<file path="src/rtl/flag_pipe_unit.sv">
// rtl/flag_pipe_unit.sv - pipelined zero/equal/ult/slt flag generator with sticky summary flags
module flag_pipe_unit #(
    parameter int WIDTH       = 32,
    parameter int PIPE_STAGES = 2,
    parameter int STICKY_EN   = 1
) (
    input  logic             clk,
    input  logic             rst,
    input  logic             in_valid,
    output logic             in_ready,
    input  logic [WIDTH-1:0] in_a,
    input  logic [WIDTH-1:0] in_b,
    output logic             out_valid,
    input  logic             out_ready,
    output logic             out_zero,
    output logic             out_equal,
    output logic             out_ult,
    output logic             out_slt,
    input  logic             flush,
    input  logic             sticky_clr,
    output logic             sticky_zero,
    output logic             sticky_neq
);
    localparam int LP = $clog2(WIDTH);
    localparam int P  = 1 << LP;
    localparam int S  = PIPE_STAGES;

    // OR-tree levels already folded into the vectors held by stage k
    function automatic int lvl(input int k);
        return (LP * k) / S;
    endfunction

    // Apply n pairwise-OR levels; the OR of the whole vector is preserved
    function automatic logic [P-1:0] or_fold(input logic [P-1:0] v, input int n);
        logic [P-1:0] r;
        logic [P-1:0] t;
        r = v;
        for (int l = 0; l < LP; l++) begin
            if (l < n) begin
                t = '0;
                for (int i = 0; i < P / 2; i++) begin
                    t[i] = r[2*i] | r[2*i+1];
                end
                r = t;
            end
        end
        return r;
    endfunction

    logic [S-1:0]   vld_q;
    logic [S-1:0]   ult_q;
    logic [S-1:0]   slt_q;
    logic [P-1:0]   a_q [S];
    logic [P-1:0]   x_q [S];
    logic [S-1:0]   mv;
    logic [P-1:0]   pad_a;
    logic [P-1:0]   pad_x;
    logic [WIDTH:0] diff;
    logic           cmp_ult;
    logic           cmp_slt;
    logic           deliver;

    always_comb begin
        pad_a = '0;
        pad_x = '0;
        pad_a[WIDTH-1:0] = in_a;
        pad_x[WIDTH-1:0] = in_a ^ in_b;
        diff    = {1'b0, in_a} - {1'b0, in_b};
        cmp_ult = diff[WIDTH];
        cmp_slt = diff[WIDTH] ^ in_a[WIDTH-1] ^ in_b[WIDTH-1];
    end

    // mv[k]: stage k loads this cycle (it is empty or its contents move on)
    always_comb begin
        mv = '0;
        mv[S-1] = !vld_q[S-1] | out_ready;
        for (int k = S - 2; k >= 0; k--) begin
            mv[k] = !vld_q[k] | mv[k+1];
        end
    end

    assign in_ready = mv[0];

    always_ff @(posedge clk or posedge rst) begin
        if (rst) begin
            vld_q <= '0;
            ult_q <= '0;
            slt_q <= '0;
            for (int k = 0; k < S; k++) begin
                a_q[k] <= '0;
                x_q[k] <= '0;
            end
        end else begin
            if (mv[0]) begin
                vld_q[0] <= in_valid;
                a_q[0]   <= pad_a;
                x_q[0]   <= pad_x;
                ult_q[0] <= cmp_ult;
                slt_q[0] <= cmp_slt;
            end
            for (int k = 1; k < S; k++) begin
                if (mv[k]) begin
                    vld_q[k] <= vld_q[k-1];
                    a_q[k]   <= or_fold(a_q[k-1], lvl(k) - lvl(k-1));
                    x_q[k]   <= or_fold(x_q[k-1], lvl(k) - lvl(k-1));
                    ult_q[k] <= ult_q[k-1];
                    slt_q[k] <= slt_q[k-1];
                end
            end
            if (flush) begin
                vld_q <= '0;
            end
        end
    end

    // Flags are forced low while nothing valid is presented
    assign out_valid = vld_q[S-1];
    assign out_zero  = vld_q[S-1] & ~(|a_q[S-1]);
    assign out_equal = vld_q[S-1] & ~(|x_q[S-1]);
    assign out_ult   = vld_q[S-1] & ult_q[S-1];
    assign out_slt   = vld_q[S-1] & slt_q[S-1];
    assign deliver   = out_valid & out_ready;

    generate
        if (STICKY_EN != 0) begin : g_sticky
            always_ff @(posedge clk or posedge rst) begin
                if (rst) begin
                    sticky_zero <= 1'b0;
                    sticky_neq  <= 1'b0;
                end else if (deliver || sticky_clr) begin
                    sticky_zero <= (sticky_zero & ~sticky_clr) | (deliver & out_zero);
                    sticky_neq  <= (sticky_neq & ~sticky_clr) | (deliver & ~out_equal);
                end
            end
        end else begin : g_no_sticky
            assign sticky_zero = 1'b0;
            assign sticky_neq  = 1'b0;
        end
    endgenerate
endmodule

</file>
<file path="config.mk">
export PLATFORM = sky130hd
export DESIGN_NAME = flag_pipe_unit
export DESIGN_NICKNAME = d
export VERILOG_FILES = /design/src/rtl/flag_pipe_unit.sv
export SDC_FILE = /design/constraint.sdc
export NUM_CORES = 1
export LEC_CHECK = 0
export ABC_AREA = 1
export CORE_ASPECT_RATIO = 1.5
export CORE_MARGIN = 10
export CORE_UTILIZATION = 52
export CTS_CLUSTER_DIAMETER = 60
export DETAILED_ROUTE_END_ITERATION = 8
export PLACE_DENSITY = 0.89
export SLEW_MARGIN = 20
export SYNTH_ARGS = -nofsm -noshare
export SYNTH_HDL_FRONTEND = slang
export SYNTH_SLANG_ARGS = --single-unit
export TNS_END_PERCENT = 10
</file>
<file path="constraint.sdc">
create_clock -name clk -period 3.3 [get_ports clk]
set_clock_uncertainty 0.1 [all_clocks]
set_input_delay 0.495 -clock clk [delete_from_list [all_inputs] [get_ports clk]]
set_output_delay 0.495 -clock clk [all_outputs]
set_load 0.005 [all_outputs]
</file>
==> results.md, run 1 <==
* Pleak at 2.658 nW
* Reg2Reg Setup Slack at 1.24 ns
* Final min period at 2.446 ns
* Simple logic cell fraction of the synthesized area at 0.1920
* TritonCTS Sinks at 88
* Final worst-path cycle share at 0.7413
* Syn avg cell area at around 8.7 sq um
* Sum Neg Setup Slack at 0 ns
* Measured slew at the worst slew-check pin at ~0.81 ns
* RSZ-0062 raised after global routing: no
* Hold_buf cts at 0
* Worst skew pair latency at 0.34 ns
* Max Fanout on Critical Path at 9
* Number of register bits inferred by synthesis at slightly below 90
* Clock transition at the registers of the reported paths at about 0.060 ns
* Mean routed wirelength per cell at about 15 um
* DRT Pass-1 Iters at 4
* Gr usage total at 0.1702
* Routed vias at 3554
* Maximum vdd drop at 294.0 uV
* Bufs and invs on worst path at 4
* Worst Hold Class: flop to flop
* Run status: completed
* Startpoint Class: input pin
* Num rows at 40
* Dpl cell area at 5099 sq um
* Syn Std Cell Area at 4243 sq um
* Die height at 130.6 um
* Hold Vio Cnt, Final at 0
* Detail Route Antenna Nets at 0
* Initial antenna violation count at 0
* Post-route design area at 5443 sq um
* Post-CTS setup buffer count at 0
* Critical Path AT at 1.85 ns
* Dpl hpwl at ~7400 um
* Final setup violation count at 0
* Htree depth at 3
* CP required at 2.70 ns
* Worst flop-to-flop path startpoint: vld_q[1]$_DFFE_PP0P_
* Max clock buf depth at 2
* Nets at 668
* Mux contribution to synthesized area at 0
* First-pass GRT wire length at 16670 um
* Peak Freq at around 410 MHz
* Final Slew Violations at 0
* Pin count of the biggest net entering global routing at 99
* Num CTS Buffers at 9
* # DRC at 0
* Cell family with most CP delay: buffers and inverters
* Crit path largest cell delay at between 0.4 and 0.5 ns
* CTS tree: yes
* Synth Area in XOR/XNOR at 0.002064
* Compound-Gate Fraction of Synth Area at 0.1147
* Ant diodes at 0
* Routed wire length at just over 10000 um
* Max Cap Viol at 0
* Unique masters post-synth at 25
* Vias in the first global route at 3681
* Die width at 93.76 um
* FFs w/ async S/R, synth at 1.000
* Core area at 8008 sq um
* Clk root buf: clkbuf_16
* Final RePlAce weighted congestion at 0.7867
* Buffers on Ports at 77
* Gr ovfl total at 0
* Filler cells at 590
* PostCTS Resize Cnt at 0
* Post-synthesis net count at 592
* CP Class: input pin to primary output
* Dominant synthesized flop cell: dfrtp_1
* I/O pin total at 78
* Area growth, synth to finish at 28.28%
* Relative slew slack at 0.4605
* Vias/cell at 5.257
* Initial DRC Count at 290
* P per Cell Area at 497.9 nW/um^2
* Critical path, cell by cell: clkdlybuf4s50_1, nor2_4, inv_2, nor2_8, inv_2, clkdlybuf4s50_1
* Share of the yosys chip area belonging to registers at 0.5190
* Yosys warnings at 0
* Critical Path End Type: primary output
* Die area at between 10000 and 15000 sq um
* Post-synthesis adder-cell area fraction at 0.09437
* Syn Inst Count at approximately 500
* Crit path from: out_ready
* Main combinational cell family by area after synthesis: simple AND/OR/NAND/NOR gates
* EDFF count, synth at 0
* Crit path max-delay cell type: clkdlybuf4s50_1
* Hold Crit Start: slt_q[0]$_DFFE_PP0P_
* Layout cells sized above 1 at 0.04553
* Starting Density at 0.5298
power breakdown:
| group | internal (W) | switching, W |
|---|---|---|
| registers | 0.00117 | 0.0000519 |
| clock network | 0.000740 | 0.000415 |
| logic | 0.000163 | 0.000169 |
metrics by stage:
stage / std cells / total power, W / worst slack (ns) / hold WS (ns) / utilization
2_1_floorplan: 490 / 0.001401 / 0.4264 / 0.3422 / -
3_3_place_gp: 660 / 0.001549 / 0.8712 / 0.3542 / 0.6367
3_5_place_dp: 660 / 0.001572 / 0.7821 / 0.3524 / 0.6367
4_1_cts: 676 / 0.002722 / 0.8405 / 0.3674 / 0.6797
5_1_grt: 676 / 0.002817 / 0.7687 / 0.3984 / 0.6797
6_report: 676 / 0.002710 / 0.8537 / 0.3710 / 0.6797
registers in the layout (all words and copies together) (netlist names):
name	cells
x_q	40
sticky_neq	1
sticky_zero	1
slt_q	2
a_q	40
vld_q	2
ult_q	2
layer usage:
layer,wire length (um),GRT usage,vias up
met2,5455,0.3101,93
met5,0,0,-
met3,469,0.03255,27
li1,-,-,1730
met4,369,0.09507,0
met1,3764,0.1778,1704
final timing paths:
path,to,cells past startpoint
worst max-delay path,in_ready,6
worst max register to register,x_q[33]$_DFFE_PP0P_,6
worst min register to register,slt_q[1]$_DFFE_PP0P_,2
max in group asynchronous,a_q[5]$_DFFE_PP0P_,3
min in group asynchronous,a_q[34]$_DFFE_PP0P_,3
worst min-delay path,slt_q[1]$_DFFE_PP0P_,2
worst min-delay path, cell delays in order (launching register included):
cell and delay (ns):
dfrtp_1 0.34, nand2_1 0.05, nand2_1 0.05
area by class of cell:
cell class | instances | area (sq um) | share of cell area
multi-input combinational | 322 | 1710 | 0.3143
clock inverter | 7 | 118.9 | 0.02184
clock buffer | 9 | 225.2 | 0.04138
timing repair buffer | 81 | 813.3 | 0.1494
tap | 105 | 131.4 | 0.02414
sequential | 88 | 2202 | 0.4046
inverter | 64 | 241.5 | 0.04437
placed cells by master (no fill, tap or decap), types with 9 or more instances in the layout:
cell	n
dfrtp_1	88
inv_1	60
clkdlybuf4s50_1	77
clkbuf_16	9
nor2_1	11
nand2_1	174
ha_1	32
o21ai_0	52
o41ai_1	11
a21oi_1	16
synth_stat cells (2+ instances only):
cell type,number,share of area
nand2_1,174,0.15
dfrtp_1,88,0.52
inv_1,61,0.054
o21ai_0,52,0.061
ha_1,32,0.094
a21oi_1,16,0.019
buf_2,12,0.014
nor2_1,11,0.0097
o41ai_1,11,0.023
nand3_1,6,0.0071
nor4_1,5,0.0074
inv_2,3,0.0027
nor3_1,3,0.0035
a31oi_1,2,0.0029
buf_4,2,0.0035
nand4_1,2,0.0029
o21a_1,2,0.0035
logic make-up after synthesis:
family	Yosys count
adders and majority gates	32
and+or+nand+nor	203
AOI/OAI and AO/OA	86
DFF	88
buffers and inverters	80
xor gates and xnor gates	1
Note: power is estimated with default switching activity, not from simulation.
==> run 2: changes to the inputs <==
Clock period 3.3 ns to 2.56 ns, I/O delays scaled along.
==> run 2 against run 1 <==
Net effect:
- clock power grew 20%
- non-clock buffer count grew 1
- combinational power grew 29%
- sequential cell count is the same
- hold slack lost 0.063 ns
- critical path type is now flop to primary output
- largest cell class unchanged
- largest power group unchanged
==> results.md, run 2 (synthesized netlist as in run 1, its figures left out) <==
* Run status: completed
* Nets at 669 (+0.15%)
* P per Cell Area at 623.4 nW/um^2 (+25%)
* Initial DRC Count at 226 (-22%)
* Worst Hold Class: input pin to asynchronous set/reset pin
* Clock transition at the registers of the reported paths at 0.06 ns (about the same)
* Starting Density at 0.5298 (unchanged)
* Die area at 12250 sq um (unchanged)
* Routed wire length at 10010 um (-0.53%)
* Crit Reg-Reg Endpoint: x_q[48]$_DFFE_PP0P_
* R2R cell count at 7 (+1)
* CP required at 2.08 ns (-0.62 ns)
* Commonest non-fill, non-tap cell in the layout: nand2_1
* Pin count of the biggest net entering global routing at 99 (unchanged)
* CP Class: flop to primary output
* Routed vias at 3509 (-1.3%)
* Pleak at 2.658 nW (about the same)
* Max Cap Viol at 0 (unchanged)
* Critical Path AT at 1.83 ns (-0.02 ns)
* CTS tree: yes
* # DRC at 0 (unchanged)
* Peak Freq at 432.8 MHz
* Core area at 8008 sq um (unchanged)
* Die width at 93.76 um (unchanged)
* Vias/cell at 5.183 (-1.4%)
* Gr ovfl total at 0 (unchanged)
* Filler cells at 572 (-3.1%)
* DRT Pass-1 Iters at 4 (unchanged)
* Measured slew at the worst slew-check pin at 0.5324 ns (-0.2769 ns)
* Detail Route Antenna Nets at 0 (unchanged)
* Die height at 130.6 um (unchanged)
* RSZ-0062 raised after global routing: no
* Final RePlAce weighted congestion at 0.8138 (+3.4%)
* Relative slew slack at 0.6418 (+0.1813)
* Reg2Reg Setup Slack at 0.91 ns (-0.33 ns)
* Max clock buf depth at 2 (unchanged)
* Crit path largest cell delay at 0.58 ns (+0.12 ns)
* Layout cells sized above 1 at 0.04720 (+0.001669)
* Worst flop-to-flop path startpoint: vld_q[1]$_DFFE_PP0P_
* Max Fanout on Critical Path at 2 (-7)
* Num rows at 40 (unchanged)
* Ant diodes at 0 (unchanged)
* Htree depth at 3 (unchanged)
* I/O pin total at 78 (unchanged)
* Startpoint Class: flop
* Hold Vio Cnt, Final at 0 (unchanged)
* Mean routed wirelength per cell at 14.78 um (-0.67%)
* Hold Slack at 0.3079 ns (-0.06315 ns)
* Vias in the first global route at 3691 (+0.27%)
* Area growth, synth to finish at 28.28% (unchanged)
* Post-CTS setup buffer count at 0 (unchanged)
* Critical Path End Type: primary output
* First-pass GRT wire length at 16790 um (+0.74%)
* Critical path, cell by cell: inv_1, nand3_1, nor4_1, clkdlybuf4s50_1
* Gr usage total at 0.1710 (+0.0007183)
* Most frequent cells in the layout: nand2_1 (174), dfrtp_1 (88), clkdlybuf4s50_1 (77), inv_1 (60), o21ai_0 (52)
* Hold_buf cts at 0 (unchanged)
* Final core utilization at 0.6797 (unchanged)
* Dpl hpwl at 7441 um (+1.0%)
* Sum Neg Setup Slack at 0 ns (unchanged)
* Num CTS Buffers at 9 (unchanged)
* PostCTS Resize Cnt at 0 (unchanged)
* Final Slew Violations at 0 (unchanged)
* TritonCTS Sinks at 88 (unchanged)
* Clk root buf: clkbuf_16
* Buffers on Ports at 77 (unchanged)
* Final worst-path cycle share at 0.9026
* Post-route design area at 5443 sq um (unchanged)
* Dpl cell area at 5121 sq um (+0.44%)
* Regs by FF count: a_q: 40 flops, x_q: 40 flops
* Initial antenna violation count at 0 (unchanged)
* Crit path max-delay cell type: clkdlybuf4s50_1
* Final min period at between 2 and 2.5 ns
* Final setup violation count at 0 (unchanged)
* Worst skew pair latency at 0.34 ns (about the same)
* Maximum vdd drop at 593.5 uV (+100%)
run 2: cell count changes in the layout (fill, tap and decap cells not counted):
cell       before  now
inv_6           1    0
buf_12          1    2
clkinv_2        2    3
bufinv_16       3    2
clkbuf_8        0    1
run 2: cell type report:
class,instances,area (sq um),share of cell area
flip-flops and latches,88,2202,0.4046
inverters,64,244.0,0.04483
well taps,105,131.4,0.02414
clock buffers,10,239.0,0.04391
multi-input cells,322,1710,0.3143
clock inverters,6,82.58,0.01517
repair buffers,82,833.3,0.1531
run 2: worst max-delay path by stage:
stage | slack, ns | endpoint | startpoint | depth (start not counted)
2_1_floorplan | 1.0 | in_ready | vld_q[1]$_DFFE_PP0P_ | 6
3_3_place_gp | 0.33 | in_ready | out_ready | 6
5_1_grt | 0.21 | out_equal | x_q[4]$_DFFE_PP0P_ | 4
6_report | 0.25 | out_equal | x_q[4]$_DFFE_PP0P_ | 4
4_1_cts | 0.27 | out_equal | x_q[4]$_DFFE_PP0P_ | 4
3_5_place_dp | 0.32 | in_ready | out_ready | 6
run 2: layer usage:
layer,share of wire,GRT usage
met5,0,0
met1,0.36,0.1806
met3,0.057,0.03027
met2,0.57,0.3178
met4,0.020,0.07982
run 2: critical path: cells and delay by family (launching register included):
kind / cells / cell delay (ns)
buffers and inverters: 2 / 0.66
DFF: 1 / 0.37
and+or+nand+nor: 2 / 0.45
run 2: power breakdown:
part	internal [W]	switching, W	leakage [nW]	total [W]
Sequential	0.00151	0.0000666	0.999	0.00158
Combinational	0.000211	0.000218	1.50	0.000428
Clock	0.000875	0.000513	0.158	0.00139
run 2: metrics by stage:
stage / power (W) / setup WS, ns / instances
global placement: 0.002000 / 0.3331 / 661
CTS: 0.003411 / 0.2654 / 677
global route: 0.003534 / 0.2080 / 677
detailed placement: 0.002026 / 0.3158 / 661
floorplan: 0.001806 / 0.9987 / 490
finish: 0.003393 / 0.2494 / 677
==> run 3: changes to the inputs <==
Settings changed: TNS_END_PERCENT 10 to unset.
==> results of run 3 <==
Final layout, timing and power as in run 2 (identical DEF).
